[src/rtl/controller_spi.sv]
// controller_spi: SPI master issuing one full-duplex DATA_WIDTH-bit transaction per start,
// all four CKP/CPH modes, SCK half-period of DIV system clocks.
module controller_spi #(
    parameter int DATA_WIDTH = 16,
    parameter int DIV        = 2
) (
    input  logic                  CLK,
    input  logic                  RESET,
    input  logic                  start,
    input  logic                  CKP,
    input  logic                  CPH,
    input  logic [DATA_WIDTH-1:0] dato_enviar,
    input  logic                  MISO,
    output logic                  SCK,
    output logic                  SCK_anterior,
    output logic                  SS,
    output logic                  MOSI,
    output logic                  busy,
    output logic                  done,
    output logic [DATA_WIDTH-1:0] dato_recibido
);
    localparam int EW = $clog2(2*DATA_WIDTH+1);
    localparam int CW = $clog2(DIV+1);
    localparam logic [EW-1:0] LAST_EDGE = EW'(2*DATA_WIDTH-1);
    localparam logic [CW-1:0] DIV_END   = CW'(DIV-1);

    typedef enum logic [1:0] {IDLE, SETUP, TRANSFER, HOLD} state_t;

    state_t                state_q, state_d;
    logic [CW-1:0]         div_cnt_q, div_cnt_d;
    logic [EW-1:0]         edge_cnt_q, edge_cnt_d;
    logic [1:0]            mode_q, mode_d;
    logic [DATA_WIDTH-1:0] tx_sr_q, tx_sr_d, rx_sr_q, rx_sr_d, rx_word_q, rx_word_d;
    logic                  sck_q, sck_d, ss_q, ss_d, mosi_q, mosi_d;
    logic                  busy_q, busy_d, done_q, done_d, scka_q;
    logic                  tick, lead;

    assign SCK           = sck_q;
    assign SCK_anterior  = scka_q;
    assign SS            = ss_q;
    assign MOSI          = mosi_q;
    assign busy          = busy_q;
    assign done          = done_q;
    assign dato_recibido = rx_word_q;

    always_comb begin
        state_d    = state_q;
        div_cnt_d  = div_cnt_q;
        edge_cnt_d = edge_cnt_q;
        mode_d     = mode_q;
        tx_sr_d    = tx_sr_q;
        rx_sr_d    = rx_sr_q;
        rx_word_d  = rx_word_q;
        sck_d      = sck_q;
        ss_d       = ss_q;
        mosi_d     = mosi_q;
        busy_d     = busy_q;
        done_d     = 1'b0;
        tick       = div_cnt_q == DIV_END;
        // toggle number edge_cnt_q+1 is odd, i.e. a leading edge
        lead       = ~edge_cnt_q[0];
        case (state_q)
            IDLE: begin
                sck_d = CKP;
                if (start) begin
                    state_d   = SETUP;
                    mode_d    = {CKP, CPH};
                    tx_sr_d   = dato_enviar;
                    div_cnt_d = '0;
                    ss_d      = 1'b0;
                    busy_d    = 1'b1;
                    mosi_d    = dato_enviar[DATA_WIDTH-1];
                end
            end
            SETUP: begin
                sck_d     = mode_q[1];
                div_cnt_d = tick ? '0 : div_cnt_q + 1'b1;
                state_d   = tick ? TRANSFER : SETUP;
            end
            TRANSFER: begin
                div_cnt_d = tick ? '0 : div_cnt_q + 1'b1;
                if (tick) begin
                    sck_d      = ~sck_q;
                    edge_cnt_d = edge_cnt_q + 1'b1;
                    // sample edge is leading for CPH=0, trailing for CPH=1; the other edge drives
                    if (lead ^ mode_q[0]) begin
                        rx_sr_d = {rx_sr_q[DATA_WIDTH-2:0], MISO};
                    end else if (mode_q[0]) begin
                        mosi_d  = tx_sr_q[DATA_WIDTH-1];
                        tx_sr_d = tx_sr_q << 1;
                    end else if (edge_cnt_q != LAST_EDGE) begin
                        mosi_d  = tx_sr_q[DATA_WIDTH-2];
                        tx_sr_d = tx_sr_q << 1;
                    end
                    if (edge_cnt_q == LAST_EDGE) begin
                        state_d    = HOLD;
                        edge_cnt_d = '0;
                    end
                end
            end
            default: begin
                div_cnt_d = tick ? '0 : div_cnt_q + 1'b1;
                if (tick) begin
                    state_d   = IDLE;
                    ss_d      = 1'b1;
                    busy_d    = 1'b0;
                    done_d    = 1'b1;
                    rx_word_d = rx_sr_q;
                    mosi_d    = 1'b0;
                end
            end
        endcase
    end

    always_ff @(posedge CLK or posedge RESET) begin
        if (RESET) begin
            state_q    <= IDLE;
            div_cnt_q  <= '0;
            edge_cnt_q <= '0;
            mode_q     <= '0;
            tx_sr_q    <= '0;
            rx_sr_q    <= '0;
            rx_word_q  <= '0;
            sck_q      <= 1'b0;
            scka_q     <= 1'b0;
            ss_q       <= 1'b1;
            mosi_q     <= 1'b0;
            busy_q     <= 1'b0;
            done_q     <= 1'b0;
        end else begin
            state_q    <= state_d;
            div_cnt_q  <= div_cnt_d;
            edge_cnt_q <= edge_cnt_d;
            mode_q     <= mode_d;
            tx_sr_q    <= tx_sr_d;
            rx_sr_q    <= rx_sr_d;
            rx_word_q  <= rx_word_d;
            sck_q      <= sck_d;
            scka_q     <= sck_q;
            ss_q       <= ss_d;
            mosi_q     <= mosi_d;
            busy_q     <= busy_d;
            done_q     <= done_d;
        end
    end
endmodule

[config.mk]
export PLATFORM = sky130hd
export DESIGN_NAME = controller_spi
export DESIGN_NICKNAME = d
export VERILOG_FILES = /design/src/rtl/controller_spi.sv
export SDC_FILE = /design/constraint.sdc
export NUM_CORES = 1
export LEC_CHECK = 0
export CORE_MARGIN = 8
export CORE_UTILIZATION = 58
export DETAILED_ROUTE_END_ITERATION = 6
export PLACE_DENSITY = 0.85
export SLEW_MARGIN = 15
export SYNTH_ARGS = -nofsm -noshare
export SYNTH_HDL_FRONTEND = slang
export SYNTH_SLANG_ARGS = --single-unit
[constraint.sdc]
create_clock -name CLK -period 3.8 [get_ports CLK]
set_input_delay 0.95 -clock CLK [delete_from_list [all_inputs] [get_ports CLK]]
set_output_delay 0.95 -clock CLK [all_outputs]
set_load 0.01 [all_outputs]
# Yosys cells after proc, flatten, opt, wreduce, memory -nomap -nowiden
# Index checks and enable logic that the tools add are counted.
# classes
addsub	2
n_eq_ne	10
muxes	32
n_bitwise	6
reduce_logical	16
# ops
operator	n
$mux W16	5
$pmux W16 S2	1
$mux W2	8
$mux W1	12
$ne A2 B2 Y1 const B	4
$reduce_and A2 Y1	4
$add A6 B1 Y6 const B	1
$eq A6 B5 Y1 const B	1
$mux W6	1
$ne A6 B5 Y1 const B	1
$pmux W1 S3	2
$pmux W2 S3	1
$reduce_and A3 Y1	2
$reduce_and A6 Y1	1
$reduce_bool A3 Y1	2
$not A1 Y1	5
$reduce_and A5 Y1	1
$eq A2 B1 Y1 const B	2
$pmux W1 S2	2
$reduce_and A4 Y1	1
$reduce_bool A2 Y1	2
$ne A3 B3 Y1 const B	1
$reduce_or A3 Y1	1
$add A2 B1 Y2 const B	1
other kinds (4)	4
# totals
ff_bits	66
inputBits	22
output_inout_bits	22
elab_cells	79

# Longest topological paths before layout
# Gate-level depths: netlist (run 1).
# logic_depth
ltp_word	6
ltp_mapped	9

# Worst setup path after synthesis (run 1)
# Ideal clock, no wire load.
# synth_timing
path_type	register -> register
from	reg state_q[0]
to	reg rx_sr_q[0]
arrival_time_ns	1.643
required_time_ns	3.675
setup_slack_ns	2.032
stages_incl_launch_ff	9
n_path_buf	2
synth_period_minus_slack_ns	1.768
cell_sequence	dfrtp_1 -> inv_1 -> ha_1 -> inv_2 -> nor2_8 -> and3_1 -> buf_6 -> buf_12 -> mux2_4
# synth_between
elab_chain_cells	2
# synth_rtl
item	line_no	rtl
from (decl)	29	state_t state_q, state_d;
from (signal assigned)	131	state_q <= state_d;
$eq A2 B2 Y1	62	case (state_q)
$reduce_and A3 Y1 (no source line)	--	
to (signal assigned)	136	rx_sr_q <= rx_sr_d;
to (decl)	33	logic [DATA_WIDTH-1:0] tx_sr_q, tx_sr_d, rx_sr_q, rx_sr_d, rx_word_q, rx_word_d;
# Every way passes these cells.
# A chain may end at the register's enable or synchronous reset.

# Worst setup path after layout (run 1)
# layout_timing
from	reg state_q[0]
to	reg rx_sr_q[11]
# The elaborated chain is that of the path after synthesis.

==> results of run 1 <==
[final cells by class]
type / count / area (sq um) / share of cell area (%)
Clock buffer: 11 / 141.4 / 3.935
Clock inverter: 3 / 17.52 / 0.4875
Inverter: 6 / 22.52 / 0.6267
Multi-Input combinational cell: 157 / 1214 / 33.77
Sequential cell: 66 / 1653 / 46.00
Tap cell: 70 / 87.58 / 2.437
Timing Repair Buffer: 45 / 457.9 / 12.74
[state kept, by name, indices dropped and copies added (netlist names)]
register	count
busy	1
dato_recibido	16
SS	1
mode_q	2
MOSI	1
SCK	1
tx_sr_q	16
state_q	2
edge_cnt_q	6
div_cnt_q	2
rx_sr_q	16
SCK_anterior	1
done	1
[worst register-to-register path, stage by stage (launching register included)]
cell	delay, ns
sky130_fd_sc_hd__dfrtp_1	0.44
sky130_fd_sc_hd__inv_1	0.10
sky130_fd_sc_hd__ha_1	0.14
sky130_fd_sc_hd__buf_4	0.31
sky130_fd_sc_hd__inv_2	0.16
sky130_fd_sc_hd__nor2_8	0.16
sky130_fd_sc_hd__and3_1	0.76
sky130_fd_sc_hd__mux2_1	0.39
[final timing paths]
kind | start | endpoint | slack (ns)
max | state_q[0] | rx_sr_q[11] | 1.22
min | SCK | SCK_anterior | 0.44
max reg2reg | state_q[0] | rx_sr_q[11] | 1.22
min reg2reg | SCK | SCK_anterior | 0.44
max in group asynchronous | RESET | dato_recibido[12] | 2.10
min in group asynchronous | RESET | dato_recibido[5] | 1.07
[logic make-up (layout without fill, tap and decap cells)]
logic type / count (synthesis) / count (layout) / synth area share, %
AOI/OAI and AO/OA: 35 / 35 / 6.501
xor gates and xnor gates: 2 / 2 / 0.5911
adders and majority gates: 6 / 6 / 2.533
buffers and inverters: 16 / 65 / 3.419
DFF: 66 / 66 / 55.76
muxes: 55 / 55 / 21.44
and+or+nand+nor: 59 / 59 / 9.751
[metal layers]
| metal | track usage [%] | part of all wire (%) | up-vias |
|---|---|---|---|
| met4 | 10.16 | 2.2 | 0 |
| met2 | 23.97 | 46 | 51 |
| met1 | 19.65 | 46 | 928 |
| li1 | - | - | 911 |
| met5 | 0 | 0 | - |
| met3 | 4.057 | 5.4 | 14 |
[power by group through the flow]
stage	clock (W)	combinational, W	sequential (W)
2_1_floorplan	0	0.000773	0.00106
3_3_place_gp	0	0.000979	0.00107
3_5_place_dp	0	0.00101	0.00108
4_1_cts	0.000505	0.00102	0.00107
5_1_grt	0.000534	0.00114	0.00110
6_report	0.000493	0.00100	0.00107
[cells in the final DEF, fill, tap and decap left out, types with 2 or more instances in the layout]
cell                              instances
sky130_fd_sc_hd__nor2_1                   8
sky130_fd_sc_hd__inv_1                    4
sky130_fd_sc_hd__nand2b_1                 5
sky130_fd_sc_hd__mux2i_1                 17
sky130_fd_sc_hd__nand3_1                  3
sky130_fd_sc_hd__mux2_2                   3
sky130_fd_sc_hd__mux2_1                  25
sky130_fd_sc_hd__and3_1                   2
sky130_fd_sc_hd__inv_2                    2
sky130_fd_sc_hd__a21oi_1                  6
sky130_fd_sc_hd__o21ai_1                 18
sky130_fd_sc_hd__dfrtp_1                 65
sky130_fd_sc_hd__clkinv_2                 2
sky130_fd_sc_hd__clkbuf_8                10
sky130_fd_sc_hd__xnor2_1                  2
sky130_fd_sc_hd__nand2_1                 32
sky130_fd_sc_hd__ha_1                     6
sky130_fd_sc_hd__o21ai_0                  4
sky130_fd_sc_hd__mux2_4                  10
sky130_fd_sc_hd__clkdlybuf4s50_1         43
sky130_fd_sc_hd__nor2b_1                  2
[through the flow]
stage	utilization [%]	total power, W	setup slack [ns]	instances	cell area [sq um]
after CTS	71.73	0.002593	1.203	358	3593
after floorplan	-	0.001835	1.197	239	2964
after global placement	68.56	0.002046	1.200	344	3435
after detailed placement	68.56	0.002093	1.168	344	3435
final	71.73	0.002567	1.219	358	3593
after global routing	71.73	0.002768	1.071	358	3593
==> impl_table.tex, run 1 <==
\begin{tabular}{lr}
\hline
Metric & Value \\
\hline
\multicolumn{2}{l}{\textbf{Power and ir drop}} \\
\quad Switching power & 0.0009265 W \\
\quad Sw Share & 36.10\% \\
\quad Internal & 0.001640 W \\
\quad Pwr per Cell Area & 714.2 nW/um\^{}2 \\
\quad Portion of total power attributed to sequential cells & 41.7\% \\
\quad Clock power share & 19.2\% \\
\quad Combinational share of power & 39.1\% \\
\quad Worst VDD drop & 570.3 uV \\
\quad Lkg Pwr & 1.692 nW \\
\multicolumn{2}{l}{\textbf{Setup path}} \\
\quad Crit end category & flop \\
\quad Worst path required time & 4.02 ns \\
\quad Largest stage delay on the critical path & 0.76 ns \\
\quad Worst reg-to-reg path cell count & 7 \\
\quad Largest delay share family, worst path & simple AND/OR/NAND/NOR gates \\
\quad Type of the worst setup path & reg -> reg \\
\quad Max Fanout on Critical Path & 23 \\
\quad Data arrival time of the worst path & 2.80 ns \\
\quad Stages on worst setup path & 7 \\
\quad Critical path cell sequence & inv\_1 -> ha\_1 -> buf\_4 -> inv\_2 -> nor2\_8 -> and3\_1 -> mux2\_1 \\
\quad Sum of buffers and inverters on the critical path & 3 \\
\quad Kind of launch point of the worst setup path & flop \\
\quad Max stage delay cell, worst path & sky130\_fd\_sc\_hd\_\_and3\_1 \\
\multicolumn{2}{l}{\textbf{Route}} \\
\quad Detail-routed via count per cell & 5.318 \\
\quad DR vias & 1904 \\
\quad Routed len/inst & 14.64 um \\
\quad Routed WL & 5240 um \\
\quad DRT antenna net count & 0 \\
\quad Detailed-router iteration count before antenna repair & 4 \\
\quad Remaining design rule violation count & 0 \\
\quad DRC violation total after the first TritonRoute iteration & 55 \\
\multicolumn{2}{l}{\textbf{Min path}} \\
\quad Instance count along the most critical hold path & 0 \\
\quad Worst min-delay path category & reg -> reg \\
\multicolumn{2}{l}{\textbf{Synth}} \\
\quad Number of enable flip-flop cells after synthesis & 0 \\
\quad Post-Synthesis Net Count & 267 \\
\quad Total standard cell area after synthesis & 2964 sq um \\
\quad Cell with the most instances after synthesis & sky130\_fd\_sc\_hd\_\_dfrtp\_1 \\
\quad Top cell type's share of synthesized area & 54.88\% \\
\quad Predominant post-synthesis flop cell & sky130\_fd\_sc\_hd\_\_dfrtp\_1 \\
\quad Top area cells in the synthesized netlist & sky130\_fd\_sc\_hd\_\_dfrtp\_1, sky130\_fd\_sc\_hd\_\_mux2\_1, sky130\_fd\_sc\_hd\_\_mux2i\_1, sky130\_fd\_sc\_hd\_\_mux2\_4, sky130\_fd\_sc\_hd\_\_nand2\_1 \\
\quad Number of instances in the synthesized netlist & 239 \\
\quad Library cell with the largest summed area after synthesis & sky130\_fd\_sc\_hd\_\_dfrtp\_1 \\
\quad Flop and latch count out of synthesis & 66 \\
\quad Top post-synthesis cells by count & sky130\_fd\_sc\_hd\_\_dfrtp\_1, sky130\_fd\_sc\_hd\_\_nand2\_1, sky130\_fd\_sc\_hd\_\_mux2\_1 \\
\quad Async SR Flop Fraction & 100.0\% \\
\quad Count of cell types in the netlist & 37 \\
\quad Post-Synthesis Mean Instance Area & 12.40 sq um \\
\quad Count of yosys warnings during synthesis & 0 \\
\quad Sequential area share after synthesis & 55.76\% \\
\multicolumn{2}{l}{\textbf{Placed design}} \\
\quad Final GP Congestion & 0.8512 \\
\quad DPL Wire Length & 3677 um \\
\quad Port Buffer Count & 43 \\
\multicolumn{2}{l}{\textbf{Clocking}} \\
\quad Clock tree buffer depth & 2 \\
\quad Count of H-tree levels built during CTS & 3 \\
\quad CTS sink cnt & 66 \\
\quad Insertion delay of the later-clocked pin in the worst-skew pair & 0.34 ns \\
\quad Number of hold buffers added after cts & 0 \\
\quad Number of buffers inserted during clock tree synthesis & 9 \\
\quad Gates resized, CTS repair & 0 \\
\quad Post-CTS repair timing setup buffer count & 0 \\
\quad Buffer type at the clock tree root & sky130\_fd\_sc\_hd\_\_clkbuf\_8 \\
\quad TritonCTS clock tree & yes \\
\quad Register clock-pin slew on the reported worst setup and hold paths & 0.06 ns \\
\multicolumn{2}{l}{\textbf{Floorplan}} \\
\quad I/O pin total & 44 \\
\quad Initial core utilization & 59.17\% \\
\quad Die Span X & 87.49 um \\
\quad Die Y-Extent & 87.49 um \\
\quad Die area & 7654 sq um \\
\quad Floorplan core area & 5010 sq um \\
\quad Placement row count & 26 \\
\multicolumn{2}{l}{\textbf{STA}} \\
\quad Min Clock Period, post-route & 2.581 ns \\
\quad Normalized max-slew margin & 29.81\% \\
\quad Hold slack final & 0.4376 ns \\
\quad Max Transition Viols Final & 0 \\
\quad Number of endpoints with negative hold slack in the final report & 0 \\
\quad Worst-case clock skew & 0.007097 ns \\
\quad Slew @ Worst Pin & 1.053 ns \\
\quad Setup repair after global routing missed its margin & no \\
\quad Finish-stage setup viols & 0 \\
\quad Share of the clock period used by the worst path & 67.92\% \\
\quad Achievable frequency & 0.3874 GHz \\
\quad Accumulated negative setup slack & 0 ns \\
\multicolumn{2}{l}{\textbf{GRT}} \\
\quad Grt total ovfl & 0 \\
\quad First-pass GRT wire length & 9259 um \\
\quad Antenna violations before repair & 0 \\
\quad Number of global-route vias before repair & 2016 \\
\quad Largest net degree at the start of global routing & 39 \\
\quad Global-route usage over all layers & 15.85\% \\
\multicolumn{2}{l}{\textbf{Final layout}} \\
\quad Filler cell count & 379 \\
\quad Ratio of cells with drive above 1 in the final layout & 12.15\% \\
\quad Relative area change from synthesis to final layout & 21.23\% \\
\quad Layout net count & 313 \\
\quad Total inserted antenna cells & 0 \\
\multicolumn{2}{l}{\textbf{Outcome}} \\
\quad Status & complete, no violations \\
\multicolumn{2}{l}{\textbf{Job}} \\
\quad Maximum capacitance violations & 0 \\
\hline
\end{tabular}
No activity file was read; power rests on OpenSTA's default activity.
==> run 2, diff against run 1 <==
- CORE_UTILIZATION: 58 -> 54
- PLACE_DENSITY: 0.85 -> 0.8
- clock period: 3.8 -> 2.67 ns (I/O delays scaled with it)
==> impl_table.tex, run 2 (synthesis gave the netlist of run 1 again) <==
\begin{tabular}{lr}
\hline
Metric & Value \\
\hline
\multicolumn{2}{l}{\textbf{Outcome}} \\
\quad Status & complete, no violations \\
\multicolumn{2}{l}{\textbf{GRT}} \\
\quad Number of global-route vias before repair & 2001 \\
\quad First-pass GRT wire length & 9197 um \\
\quad Largest net degree at the start of global routing & 33 \\
\quad Grt total ovfl & 0 \\
\quad Antenna violations before repair & 0 \\
\quad Global-route usage over all layers & 13.73\% \\
\multicolumn{2}{l}{\textbf{Clocking}} \\
\quad TritonCTS clock tree & yes \\
\quad Register clock-pin slew on the reported worst setup and hold paths & 0.07 ns \\
\quad Insertion delay of the later-clocked pin in the worst-skew pair & 0.33 ns \\
\quad Count of H-tree levels built during CTS & 3 \\
\quad Gates resized, CTS repair & 0 \\
\quad Clock tree buffer depth & 2 \\
\quad Buffer type at the clock tree root & sky130\_fd\_sc\_hd\_\_clkbuf\_8 \\
\quad CTS sink cnt & 66 \\
\quad Number of buffers inserted during clock tree synthesis & 9 \\
\quad Post-CTS repair timing setup buffer count & 0 \\
\quad Number of hold buffers added after cts & 0 \\
\multicolumn{2}{l}{\textbf{Final layout}} \\
\quad Final instance count without filler cells & 364 \\
\quad Most common cell after layout, fill and taps aside & sky130\_fd\_sc\_hd\_\_dfrtp\_1 \\
\quad Layout net count & 315 \\
\quad Commonest non-fill, non-tap cells in the layout & sky130\_fd\_sc\_hd\_\_dfrtp\_1, sky130\_fd\_sc\_hd\_\_clkdlybuf4s50\_1, sky130\_fd\_sc\_hd\_\_nand2\_1 \\
\quad Ratio of cells with drive above 1 in the final layout & 13.36\% \\
\quad Final core utilization & 67.66\% \\
\quad Relative area change from synthesis to final layout & 23.39\% \\
\quad Design Area, Final & 3657 sq um \\
\quad Total inserted antenna cells & 0 \\
\multicolumn{2}{l}{\textbf{STA}} \\
\quad Slew @ Worst Pin & 1.057 ns \\
\quad Worst-case clock skew & 0.006272 ns \\
\quad Achievable frequency & 0.4287 GHz \\
\quad Setup repair after global routing missed its margin & no \\
\quad Min Clock Period, post-route & 2.332 ns \\
\quad Normalized max-slew margin & 29.49\% \\
\quad Max Transition Viols Final & 0 \\
\quad Number of endpoints with negative hold slack in the final report & 0 \\
\quad Finish-stage setup viols & 0 \\
\quad Share of the clock period used by the worst path & 87.36\% \\
\quad Accumulated negative setup slack & 0 ns \\
\multicolumn{2}{l}{\textbf{Setup path}} \\
\quad Type of the worst setup path & reg -> reg \\
\quad Crit end category & flop \\
\quad Kind of launch point of the worst setup path & flop \\
\quad Data arrival time of the worst path & 2.50 ns \\
\quad Worst path required time & 2.83 ns \\
\quad Worst reg-to-reg path cell count & 8 \\
\quad Max Fanout on Critical Path & 32 \\
\multicolumn{2}{l}{\textbf{Power and ir drop}} \\
\quad Pwr per Cell Area & 1038 nW/um\^{}2 \\
\quad Worst VDD drop & 671.1 uV \\
\quad Lkg Pwr & 1.720 nW \\
\multicolumn{2}{l}{\textbf{Job}} \\
\quad Maximum capacitance violations & 0 \\
\multicolumn{2}{l}{\textbf{Placed design}} \\
\quad Post-placement cell count & 348 \\
\quad Port Buffer Count & 43 \\
\quad DPL Wire Length & 3740 um \\
\quad Area post-placement & 3452 sq um \\
\quad Final GP Congestion & 0.8618 \\
\multicolumn{2}{l}{\textbf{Min path}} \\
\quad Worst min-delay path category & reg -> reg \\
\quad Instance count along the most critical hold path & 0 \\
\multicolumn{2}{l}{\textbf{Floorplan}} \\
\quad Placement row count & 27 \\
\quad Die Span X & 90.09 um \\
\quad Initial core utilization & 54.84\% \\
\quad Die area & 8116 sq um \\
\quad I/O pin total & 44 \\
\quad Floorplan core area & 5405 sq um \\
\quad Die Y-Extent & 90.09 um \\
\multicolumn{2}{l}{\textbf{Route}} \\
\quad DRC violation total after the first TritonRoute iteration & 47 \\
\quad DR vias & 1892 \\
\quad Detail-routed via count per cell & 5.198 \\
\quad Detailed-router iteration count before antenna repair & 4 \\
\quad DRT antenna net count & 0 \\
\quad Routed WL & 5196 um \\
\quad Remaining design rule violation count & 0 \\
\quad Routed len/inst & 14.27 um \\
\hline
\end{tabular}
## run 2: cell types whose count changed in the layout (fill, tap and decap cells not counted)
cell,previous run,this run
sky130_fd_sc_hd__clkbuf_8,10,11
sky130_fd_sc_hd__clkinv_2,2,1
sky130_fd_sc_hd__buf_4,1,3
sky130_fd_sc_hd__bufinv_16,0,1
sky130_fd_sc_hd__clkinvlp_4,1,2
## run 2: worst paths after layout
path	start	end	slack (ns)
worst min register to register	SCK	SCK_anterior	0.45
worst min-delay path	SCK	SCK_anterior	0.45
worst max register to register	state_q[0]	tx_sr_q[0]	0.34
min in group asynchronous	RESET	dato_recibido[6]	0.70
max in group asynchronous	RESET	dato_recibido[15]	1.36
worst max-delay path	state_q[0]	tx_sr_q[0]	0.34
## run 2: worst max-delay path, cell delays in order, from the launching register on
cell	delay, ns
sky130_fd_sc_hd__dfrtp_1	0.45
sky130_fd_sc_hd__inv_1	0.12
sky130_fd_sc_hd__ha_1	0.27
sky130_fd_sc_hd__buf_4	0.33
sky130_fd_sc_hd__nor2_1	0.10
sky130_fd_sc_hd__a211oi_1	0.28
sky130_fd_sc_hd__o21ai_2	0.36
sky130_fd_sc_hd__nand2_1	0.17
sky130_fd_sc_hd__o21ai_1	0.08
## run 2: per-stage QoR
stage / power, W / hold WS, ns / setup WS [ns]
4_1_cts: 0.003833 / 0.4521 / 0.3347
3_3_place_gp: 0.002922 / 0.4078 / 0.4002
2_1_floorplan: 0.002612 / 0.4502 / 0.3493
6_report: 0.003797 / 0.4484 / 0.3375
5_1_grt: 0.004064 / 0.4543 / 0.1440
3_5_place_dp: 0.002984 / 0.4270 / 0.2984
## run 2: layer usage
layer | GRT usage (%) | vias to the layer above | wire [um] | share of wire [%]
met5 | 0 | - | 0 | 0
met4 | 7.767 | 0 | 101 | 1.9
met3 | 4.738 | 9 | 308 | 5.9
met2 | 20.80 | 57 | 2340 | 45
met1 | 16.72 | 905 | 2446 | 47
li1 | - | 921 | - | -
## run 2: where the power goes
group / total [W] / switching (W) / internal [W]
logic: 0.00143 / 0.000743 / 0.000683
clock network: 0.000844 / 0.000363 / 0.000481
registers: 0.00153 / 0.000219 / 0.00131
## run 2: cell type report
| cell class | count | area, sq um |
|---|---|---|
| Fill cell | 406 | 1748 |
| Sequential cell | 66 | 1653 |
| Multi-Input combinational cell | 157 | 1214 |
| Timing Repair Buffer | 47 | 473.0 |
| Clock buffer | 12 | 155.1 |
| Tap cell | 72 | 90.09 |
| Clock inverter | 4 | 50.05 |
| Inverter | 6 | 22.52 |
